[config.mk]
export PLATFORM = sky130hd
export DESIGN_NAME = dsp_multacc_dot_sequencer
export DESIGN_NICKNAME = d
export VERILOG_FILES = /design/src/rtl/dsp_multacc_dot_sequencer.sv
export SDC_FILE = /design/constraint.sdc
export NUM_CORES = 1
export LEC_CHECK = 0
export BUFFER_PORTS_ARGS = -buffer_cell sky130_fd_sc_hd__buf_2
export CAP_MARGIN = 10
export CORE_AREA = 2 2 76 96
export DETAILED_ROUTE_END_ITERATION = 7
export DIE_AREA = 0 0 78 98
export PLACE_DENSITY = 0.83
export SYNTH_ARGS = -nofsm -noshare
export SYNTH_HDL_FRONTEND = slang
export SYNTH_SLANG_ARGS = --single-unit
[constraint.sdc]
create_clock -name clk -period 2.4 [get_ports clk]
set_clock_uncertainty 0.15 [all_clocks]
set_input_delay 0.36 -clock clk [delete_from_list [all_inputs] [get_ports clk]]
set_output_delay 0.36 -clock clk [all_outputs]
set_load 0.02 [all_outputs]
[src/rtl/dsp_multacc_dot_sequencer.sv]
// Dot-product feeder/collector around a registered-input unsigned MAC DSP.
// Optional m_ovf wrap flag: define DOT_SEQ_OVF_FLAG_EN.
module dsp_multacc_dot_sequencer #(
    parameter int A_W     = 20,
    parameter int B_W     = 18,
    parameter int Z_W     = 38,
    parameter int LEN_W   = 8,
    parameter int MAC_LAT = 2
) (
    input  logic             clk,
    input  logic             reset,
    input  logic             s_valid,
    output logic             s_ready,
    input  logic [A_W-1:0]   s_a,
    input  logic [B_W-1:0]   s_b,
    input  logic             s_last,
    output logic [A_W-1:0]   mac_a,
    output logic [B_W-1:0]   mac_b,
    output logic             mac_load_acc,
    input  logic [Z_W-1:0]   mac_z,
    output logic             m_valid,
    input  logic             m_ready,
    output logic [Z_W-1:0]   m_z,
    output logic [LEN_W-1:0] m_count
`ifdef DOT_SEQ_OVF_FLAG_EN
    ,
    output logic             m_ovf
`endif
);

    localparam int DW = $clog2(MAC_LAT + 1);
    localparam logic [DW-1:0] LAT = DW'(MAC_LAT);
    localparam logic [LEN_W-1:0] CNT_MAX = '1;

    typedef enum logic {
        FEED,
        DRAIN
    } state_t;

    state_t           state;
    state_t           state_nxt;
    logic             first;
    logic [LEN_W-1:0] beat_cnt;
    logic [DW-1:0]    drain_cnt;
    logic             beat;
    logic             slot_free;
    logic             capture;

    assign beat      = s_valid && s_ready;
    assign slot_free = !m_valid || m_ready;

    assign mac_a        = beat ? s_a : '0;
    assign mac_b        = beat ? s_b : '0;
    assign mac_load_acc = !(beat && first);

    always_comb begin
        state_nxt = state;
        s_ready   = 1'b0;
        capture   = 1'b0;
        unique case (state)
            FEED: begin
                s_ready = 1'b1;
                if (s_valid && s_last) begin
                    state_nxt = DRAIN;
                end
            end
            DRAIN: begin
                if (drain_cnt == LAT && slot_free) begin
                    capture   = 1'b1;
                    state_nxt = FEED;
                end
            end
            default: ;
        endcase
    end

    always_ff @(posedge clk or negedge reset) begin
        if (!reset) begin
            state     <= FEED;
            first     <= 1'b1;
            beat_cnt  <= '0;
            drain_cnt <= '0;
            m_valid   <= 1'b0;
            m_z       <= '0;
            m_count   <= '0;
        end else begin
            state <= state_nxt;
            if (beat) begin
                first <= s_last;
                if (first) begin
                    beat_cnt <= LEN_W'(1);
                end else if (beat_cnt != CNT_MAX) begin
                    beat_cnt <= beat_cnt + LEN_W'(1);
                end
            end
            // counts edges since the last beat so mac_z has settled
            if (beat && s_last) begin
                drain_cnt <= DW'(1);
            end else if (state == DRAIN && drain_cnt != LAT) begin
                drain_cnt <= drain_cnt + DW'(1);
            end
            if (capture) begin
                m_valid <= 1'b1;
                m_z     <= mac_z;
                m_count <= beat_cnt;
            end else if (m_ready) begin
                m_valid <= 1'b0;
            end
        end
    end

`ifdef DOT_SEQ_OVF_FLAG_EN
    logic [Z_W-1:0]     z_prev;
    logic [MAC_LAT-1:0] ld_pipe;
    logic               frame_ovf;
    logic               wrap;

    // ld_pipe tracks which mac_z updates were accumulates, not restarts
    assign wrap = ld_pipe[MAC_LAT-1] && (mac_z < z_prev);

    always_ff @(posedge clk or negedge reset) begin
        if (!reset) begin
            z_prev    <= '0;
            ld_pipe   <= '0;
            frame_ovf <= 1'b0;
            m_ovf     <= 1'b0;
        end else begin
            z_prev  <= mac_z;
            ld_pipe <= {ld_pipe[MAC_LAT-2:0], mac_load_acc};
            if (beat && first) begin
                frame_ovf <= 1'b0;
            end else if (wrap) begin
                frame_ovf <= 1'b1;
            end
            if (capture) begin
                m_ovf <= frame_ovf | wrap;
            end
        end
    end
`endif

endmodule

-- Word level (Yosys, flattened, before mapping)
Index checks and enable logic that the tools add are counted.
- equality and inequality tests: 3
- $add $sub $neg: 2
- muxes and demuxes: 14
- reduce and logical (&&, ||, !) cells: 13
- bitwise operators: 1
- operators with widths (kind ; count):
    20-bit two-way mux ; 1
    18-bit two-way mux ; 1
    8-bit two-way mux ; 2
    8-bit by 1-bit adder with 8-bit output, second input constant ; 1
    8-bit != test, second input constant ; 1
    1-bit two-way mux ; 7
    1-bit logical AND ; 6
    2-bit nonzero test ; 3
    2-bit two-way mux ; 2
    2-bit by 1-bit adder with 2-bit output, second input constant ; 1
    2-bit == test, second input constant ; 1
    1-bit zero test ; 2
    2-bit != test, second input constant ; 1
    1-bit one-hot mux with 2 select lines ; 1
    2-bit AND reduction ; 1
    1-bit logical OR ; 1
    1-bit inverter ; 1
- input bits: 81
- output and inout bits: 87
- flip-flop bits (word level): 59

-- Depth between registers and ports, before layout
Gate-level depths: netlist of run 1.
- depth after elaboration: 6
- gate-level depth with buffers: 7

-- Least setup slack after synthesis of run 1
No wires, ideal clock.
- path kind: register to register
- start: reg drain_cnt[0]
- end: reg m_count[7]
- clock period less this slack: 1705 ps
- path buffers: 2
- required time: 2125 ps
- stages on the path, launching flop included: 8
- setup slack: 695 ps
- library setup time: 125 ps
- data arrival time: 1430 ps
- path through: dfrtp_1 > inv_1 > ha_1 > nand2_2 > nor2b_4 > buf_6 > buf_12 > mux2_4
- longest elaborated chain between the ends: 4
- RTL lines (what ; RTL line ; RTL):
    from (decl) ; 44 ; logic [DW-1:0] drain_cnt;
    from (signal assigned) ; 100 ; drain_cnt <= drain_cnt + DW'(1);
    2-bit == test ; 68 ; if (drain_cnt == LAT && slot_free) begin
    1-bit logical AND ; 68 ;
    1-bit two-way mux ; 68 ;
    1-bit two-way mux ; 60 ; unique case (state)
    to (signal assigned) ; 105 ; m_count <= beat_cnt;
    to (decl) ; 24 ; output logic [LEN_W-1:0] m_count
Every way passes these cells.
A chain may end at the register's enable or synchronous reset.

-- Worst setup path after layout of run 1
- start: reg state
- end: out mac_a[0]
- longest elaborated chain between the ends: 3
- RTL lines (what ; RTL line ; RTL):
    from (decl) ; 40 ; state_t state;
    from (signal assigned) ; 87 ; state <= state_nxt;
    1-bit two-way mux ; 60 ;
    1-bit logical AND ; 49 ; assign beat = s_valid && s_ready;
    20-bit two-way mux ; 52 ; assign mac_a = beat ? s_a : '0;
    to (decl) ; 17 ; output logic [A_W-1:0] mac_a,
Every way passes these cells.

==> results of run 1 <==
power by group:
part | switching (mW) | internal, mW
clock | 0.353 | 0.530
sequential | 0.255 | 1.43
combinational | 1.23 | 1.10
flip-flops by register name, indices dropped and copies added (netlist names):
register and cells:
m_count 8, m_valid 1, m_z 38, state 1, drain_cnt 2, first 1
beat_cnt 8
metal layers:
layer  vias to the layer above  track usage, %  wire (µm)
met5                         -               0          0
met4                         0            7.02         80
met3                         9            5.08        604
met2                       137            29.6       3160
met1                      1055            20.6       2570
li1                       1096               -          -
worst max path at each step:
stage,endpoint,slack [ps],cells past startpoint
floorplan,m_count[7]$_DFFE_PN0P_,690,7
global route,mac_b[2],80,3
detailed placement,mac_b[9],440,3
global placement,mac_b[9],500,3
finish,mac_a[0],230,3
CTS,mac_b[9],60,3
cells in the mapped netlist:
library cell / n
dfrtp_1: 58
and2_2: 31
mux2_4: 29
mux2_2: 17
nand2_1: 9
and2_1: 8
a21oi_1: 6
inv_1: 6
clkbuf_1: 4
a2111oi_0: 3
a211oi_1: 3
buf_12: 3
nand3_1: 3
nor2_1: 3
o21ai_0: 3
a31oi_1: 2
and3_1: 2
ha_1: 2
nand2b_1: 2
a211o_2: 1
a311oi_1: 1
a31o_2: 1
and2b_2: 1
and4_1: 1
and4b_2: 1
buf_4: 1
buf_6: 1
clkbuf_8: 1
dfstp_2: 1
nand2_2: 1
nand4_1: 1
nor2b_4: 1
nor3_1: 1
nor4_1: 1
o2111ai_1: 1
o211ai_1: 1
o311a_1: 1
o311ai_1: 1
o31ai_1: 1
timing repair:
action | CTS | global route
setup endpoints to repair | 0 | 38
hold endpoints to repair | 16 | 0
gates resized for setup | 0 | 1
hold buffers | 1 | 0
cell type report:
| cell class | instances | area, µm² | area share (%) |
|---|---|---|---|
| Sequential cell | 59 | 1480 | 37.3 |
| Multi-Input combinational cell | 139 | 1260 | 31.9 |
| Timing Repair Buffer | 172 | 888 | 22.4 |
| Clock buffer | 13 | 159 | 4.01 |
| Tap cell | 90 | 113 | 2.84 |
| Clock inverter | 2 | 35.0 | 0.885 |
| Inverter | 6 | 22.5 | 0.569 |
worst max-delay path, cell delays in order (launching register included):
cell and delay, ps:
dfrtp_1 430, and2b_4 520, and2_2 210, buf_2 160
cell families (layout without fill, tap and decap cells):
group,Yosys count,count (layout),synth area share (%)
compound gates,25,25,6.15
fa+ha+maj,2,2,0.872
buf+inv,16,193,4.53
flops,59,59,51.5
mux,46,46,21.8
simple gates,66,66,15.1
==> flow_metrics.tcl, run 1 <==
set metrics [dict create \
    drv_slew 0 \
    reg2reg_from "drain_cnt[0]$_DFFE_PN0P_" \
    die_height_um 98 \
    power.density_mw_per_mm2 1240 \
    critPathLaunchType "flip-flop" \
    viasPerCell 4.78 \
    hp-start "mac_z[14]" \
    io_buffers 167 \
    relSlewSlack_pct 72.3 \
    hold_violations 0 \
    hpwlAfterDp_um 4960 \
    grt_pass1_wl_um 10500 \
    antenna_found_initial 0 \
    drt_iter0_markers 54 \
    die-width_um 78 \
    drive_above_1_share_pct 68.5 \
    synthToLayoutAreaGrowth_pct 37.9 \
    netlist_instances 214 \
    rsz0062_at_grt "false" \
    grt_overflow_total 0 \
    worst_pin_slew_ps 405 \
    grt_util_all_layers_pct 17.4 \
    worst_hold_path_type "in -> reg" \
    cts.sinks 59 \
    clk_latency_ps 320 \
    crit_start "state$_DFF_PN0_" \
    criticalPathCategory "reg -> out" \
    cp-end-kind "output port" \
    rr_worst_depth 6 \
    fillCellCount 574 \
    fin_crit_sh_pct 90.2 \
    post_drt_wl_per_cell_um 13.3 \
    ff2ff_setup_slack_ps 530 \
    clockBufferDepth 2 \
    syn_avg_cell_area_um2 13.4 \
    p_leak_nw 2.10 \
    r2r-end "m_z[2]$_DFFE_PN0P_" \
    arrival_ps 1660 \
    initial_core_util_pct 42.2 \
    rows 34 \
    place_area_mm2 0.00375 \
    total_power_mw 4.91 \
    crit_fanout 47 \
    max_freq_ghz 0.462 \
    cts_buffers 9 \
    path_clk_slew_ps 60 \
    hold_ws_ps 113 \
    clockRootBuffer "clkbuf_8" \
    synth_seq_area_share_pct 51.5 \
    gp_congestion 0.899 \
    ir_worst_vdd_v 0.000535 \
    finalWirelength_um 6410 \
    core-area_mm2 0.00681 \
    synth_area_leader_cell "dfrtp_1" \
    final_cell_mix "buf_2 (167), dfrtp_1 (58), and2_2 (31), mux2_4 (29), mux2_2 (17)" \
    via_count 2297 \
    fin_util_pct 58.2 \
    final.setup.worst_slack_ps 235 \
    synth_seq_cells 59 \
    hold_depth 2 \
    fin_crit_ps 2170 \
    synth.area.top_cells "dfrtp_1 (51%), mux2_4 (15%), and2_2 (8.1%), mux2_2 (6.7%), buf_12 (2.1%)" \
    antenna-diode-count 0 \
    synth.net_count 297 \
    synth_area_mm2 0.00287 \
    stdcell_area_mm2 0.00396 \
    nets 470 \
    cts_tree "done" \
    crit_required_ps 1890 \
    dieArea_mm2 0.00764 \
    finalSetupTns_ps 0 \
    first_global_vias 2315 \
    ios 168 \
    max_cap_violations 0 \
    cts_htree_levels 3 \
    grt_max_degree 48 \
    synth_warnings 0 \
    drt-pass1-iter-count 4 \
    instances_no_fill 481 \
    min_to "m_z[14]$_DFFE_PN0P_" \
    pre_cts_slack_ps 439 \
    ant_nets 0 \
    cts_setup_buffers 0 \
    dp.cells 465 \
    drcViolationCount 0 \
    ys_types 39 \
    synth_top_area_share_pct 50.6 \
    run_status "completed" \
    final_common_cell "buf_2" \
    setup_viol 0 \
]
Note: power is estimated with default switching activity, not from simulation.
==> run 2, diff against run 1 <==
--- a/config.mk
+++ b/config.mk
@@ -5,6 +5,7 @@
 export SDC_FILE = /design/constraint.sdc
 export NUM_CORES = 1
 export LEC_CHECK = 0
+export ABC_AREA = 1
 export BUFFER_PORTS_ARGS = -buffer_cell sky130_fd_sc_hd__buf_2
 export CAP_MARGIN = 10
 export CORE_AREA = 2 2 76 96
==> run 2 against run 1 <==
- flip-flop and latch count is the same
- synthesized cell count rose by 72%
- critical path depth is 1 higher
- critical path type unchanged
- largest power group unchanged
==> flow_metrics.tcl, run 2 <==
set metrics [dict create \
    run_status "completed" \
    drive_above_1_share_pct 36.8 \
    clockBufferDepth 2 \
    multi_input_area_mm2 0.00104 \
    worst_pin_slew_ps 666 \
    ir_worst_vdd_v 0.000550 \
    post_drt_wl_per_cell_um 12.5 \
    synth_area_leader_cell "dfrtp_1" \
    cts.sinks 59 \
    ios 168 \
    rr_worst_depth 8 \
    critPathLaunchType "flip-flop" \
    core-area_mm2 0.00681 \
    finalSetupTns_ps 0 \
    dieArea_mm2 0.00764 \
    synth_top_flop_cell "dfrtp_1" \
    fin_crit_ps 2240 \
    ant_nets 0 \
    synth.area.top_cells "dfrtp_1 (51%), nand2_1 (15%), nand3_1 (8.9%), inv_1 (6.9%), nor2_1 (6.0%)" \
    cts_resized 0 \
    hold_depth 3 \
    nets 617 \
    synth_seq_cells 59 \
    antenna-diode-count 0 \
    rsz0062_at_grt "false" \
    drt-pass1-iter-count 4 \
    path_clk_slew_ps 70 \
    cp-end-kind "output port" \
    cts_htree_levels 3 \
    largest_register "m_z" \
    syn_avg_cell_area_um2 7.66 \
    slowest_stage "dfrtp_1" \
    gp_congestion 0.829 \
    grt_max_degree 44 \
    clockRootBuffer "clkbuf_8" \
    hpwlAfterDp_um 5780 \
    rows 34 \
    grt_pass1_wl_um 12500 \
    io_buffers 167 \
    via_count 2889 \
    crit_required_ps 1890 \
    hold_ws_ps 103 \
    synth_edf_count 0 \
    initial_core_util_pct 41.4 \
    grt_util_all_layers_pct 20.5 \
    synth.net_count 451 \
    finalWirelength_um 7830 \
    synth.most_common_cell "nand2_1" \
    criticalPathCategory "reg -> out" \
    ff2ff_setup_slack_ps 660 \
    slowest_delay_ps 430 \
    regArea_mm2 0.00148 \
    fin_crit_sh_pct 93.2 \
    synthToLayoutAreaGrowth_pct 40.2 \
    cts_tree "done" \
    crit_chain "nor2_4 > inv_2 > nor2_1 > buf_2" \
    relSlewSlack_pct 55.6 \
    place_area_mm2 0.00373 \
    clk_latency_ps 340 \
    synth_common_cells "nand2_1 (116), dfrtp_1 (58), inv_1 (52)" \
    setup_viol 0 \
    drt_iter0_markers 146 \
    hold_violations 0 \
    top_regs "m_z (38), beat_cnt (8), m_count (8)" \
    grt_overflow_total 0 \
    stdcell_area_mm2 0.00396 \
    viasPerCell 4.60 \
    max_cap_violations 0 \
    p_leak_nw 2.50 \
    drcViolationCount 0 \
    synth_seq_area_share_pct 52.4 \
    first_global_vias 2782 \
    crit_fanout 38 \
    crit_start "state$_DFF_PN0_" \
    synthArstFlopShare_pct 100 \
    synth_top_area_share_pct 51.5 \
    antenna_found_initial 0 \
    reg2reg_from "drain_cnt[0]$_DFFE_PN0P_" \
    power.density_mw_per_mm2 1200 \
    ys_types 23 \
    drv_slew 0 \
    netlist_instances 368 \
    synth_warnings 0 \
    die_height_um 98 \
    arrival_ps 1730 \
    r2r-end "m_z[8]$_DFFE_PN0P_" \
    max_freq_ghz 0.447 \
    worst_hold_path_type "in -> reg" \
    die-width_um 78 \
    setup.worst_path.end "mac_a[19]" \
    final_common_cell "buf_2" \
    final_cell_mix "buf_2 (167), nand2_1 (116), dfrtp_1 (58), inv_1 (52), nand3_1 (50)" \
    largest_reg_flops 38 \
    fillCellCount 602 \
    cts_buffers 9 \
    synth_area_mm2 0.00282 \
]
==> run 2: cell count changes after synthesis, sizes merged, moves of 39 or more <==
| cell | before | now |
|---|---|---|
| nand2 | 10 | 120 |
| inv | 6 | 53 |
| nand3 | 3 | 51 |
| and2 | 39 | 0 |
| nor2 | 3 | 47 |
| mux2 | 46 | 0 |
==> run 2: cell type report <==
class,instances,share of cell area (%)
clock inverter,5,1.96
sequential,59,37.4
inverter,53,5.03
timing repair buffer,173,23.0
multi-input combinational,238,26.4
clock buffer,10,3.48
tap,90,2.85
==> run 2: worst max-delay path, delay by kind of cell (launching register included) <==
| kind | cells | cell delay [ps] |
|---|---|---|
| and+or+nand+nor | 2 | 480 |
| DFF | 1 | 430 |
| buffers and inverters | 2 | 470 |
==> run 2: how the worst min path moves through the flow <==
stage	from	end	slack [ps]
2_1_floorplan	reset	beat_cnt[0]$_DFFE_PN0P_	-90
3_3_place_gp	reset	m_z[17]$_DFFE_PN0P_	280
3_5_place_dp	reset	m_z[16]$_DFFE_PN0P_	270
4_1_cts	mac_z[17]	m_z[17]$_DFFE_PN0P_	90
5_1_grt	mac_z[12]	m_z[12]$_DFFE_PN0P_	110
6_report	mac_z[17]	m_z[17]$_DFFE_PN0P_	100
==> run 2: cell families after synthesis <==
group | share of synthesized area, %
buffers and inverters | 10.6
and+or+nand+nor | 32.4
DFF | 52.4
AOI/OAI and AO/OA | 3.37
adders and majority gates | 0.887
xor gates and xnor gates | 0.311
==> run 2: report_power, final <==
group          switching, mW  total, mW  leakage, nW  internal, mW
Clock                  0.382      0.984        0.108         0.603
Sequential             0.228       1.61        0.756          1.39
Combinational           1.47       2.14         1.64         0.667
==> run 2: stage by stage <==
step                      power, mW  setup slack, ps  util (%)  cells
final                          4.74              163      58.1    628
after global routing           5.04             81.2      58.1    628
after CTS                      4.76              151      58.1    628
after detailed placement       3.77              478      54.8    612
after global placement         3.68              558      54.8    612
after floorplan                3.02              681         -    368
==> run 2: layer usage <==
metal / vias up / global-route usage [%] / routed length [µm]
li1: 1447 / - / -
met1: 1348 / 23.5 / 3130
met2: 78 / 35.0 / 4120
met3: 16 / 5.55 / 398
met4: 0 / 9.99 / 182
met5: - / 0 / 0
==> run 2: repair_timing <==
| item | CTS | global route |
|---|---|---|
| hold endpoints to repair | 29 | 0 |
| hold buffers | 1 | 0 |
| setup buffers | 0 | 0 |
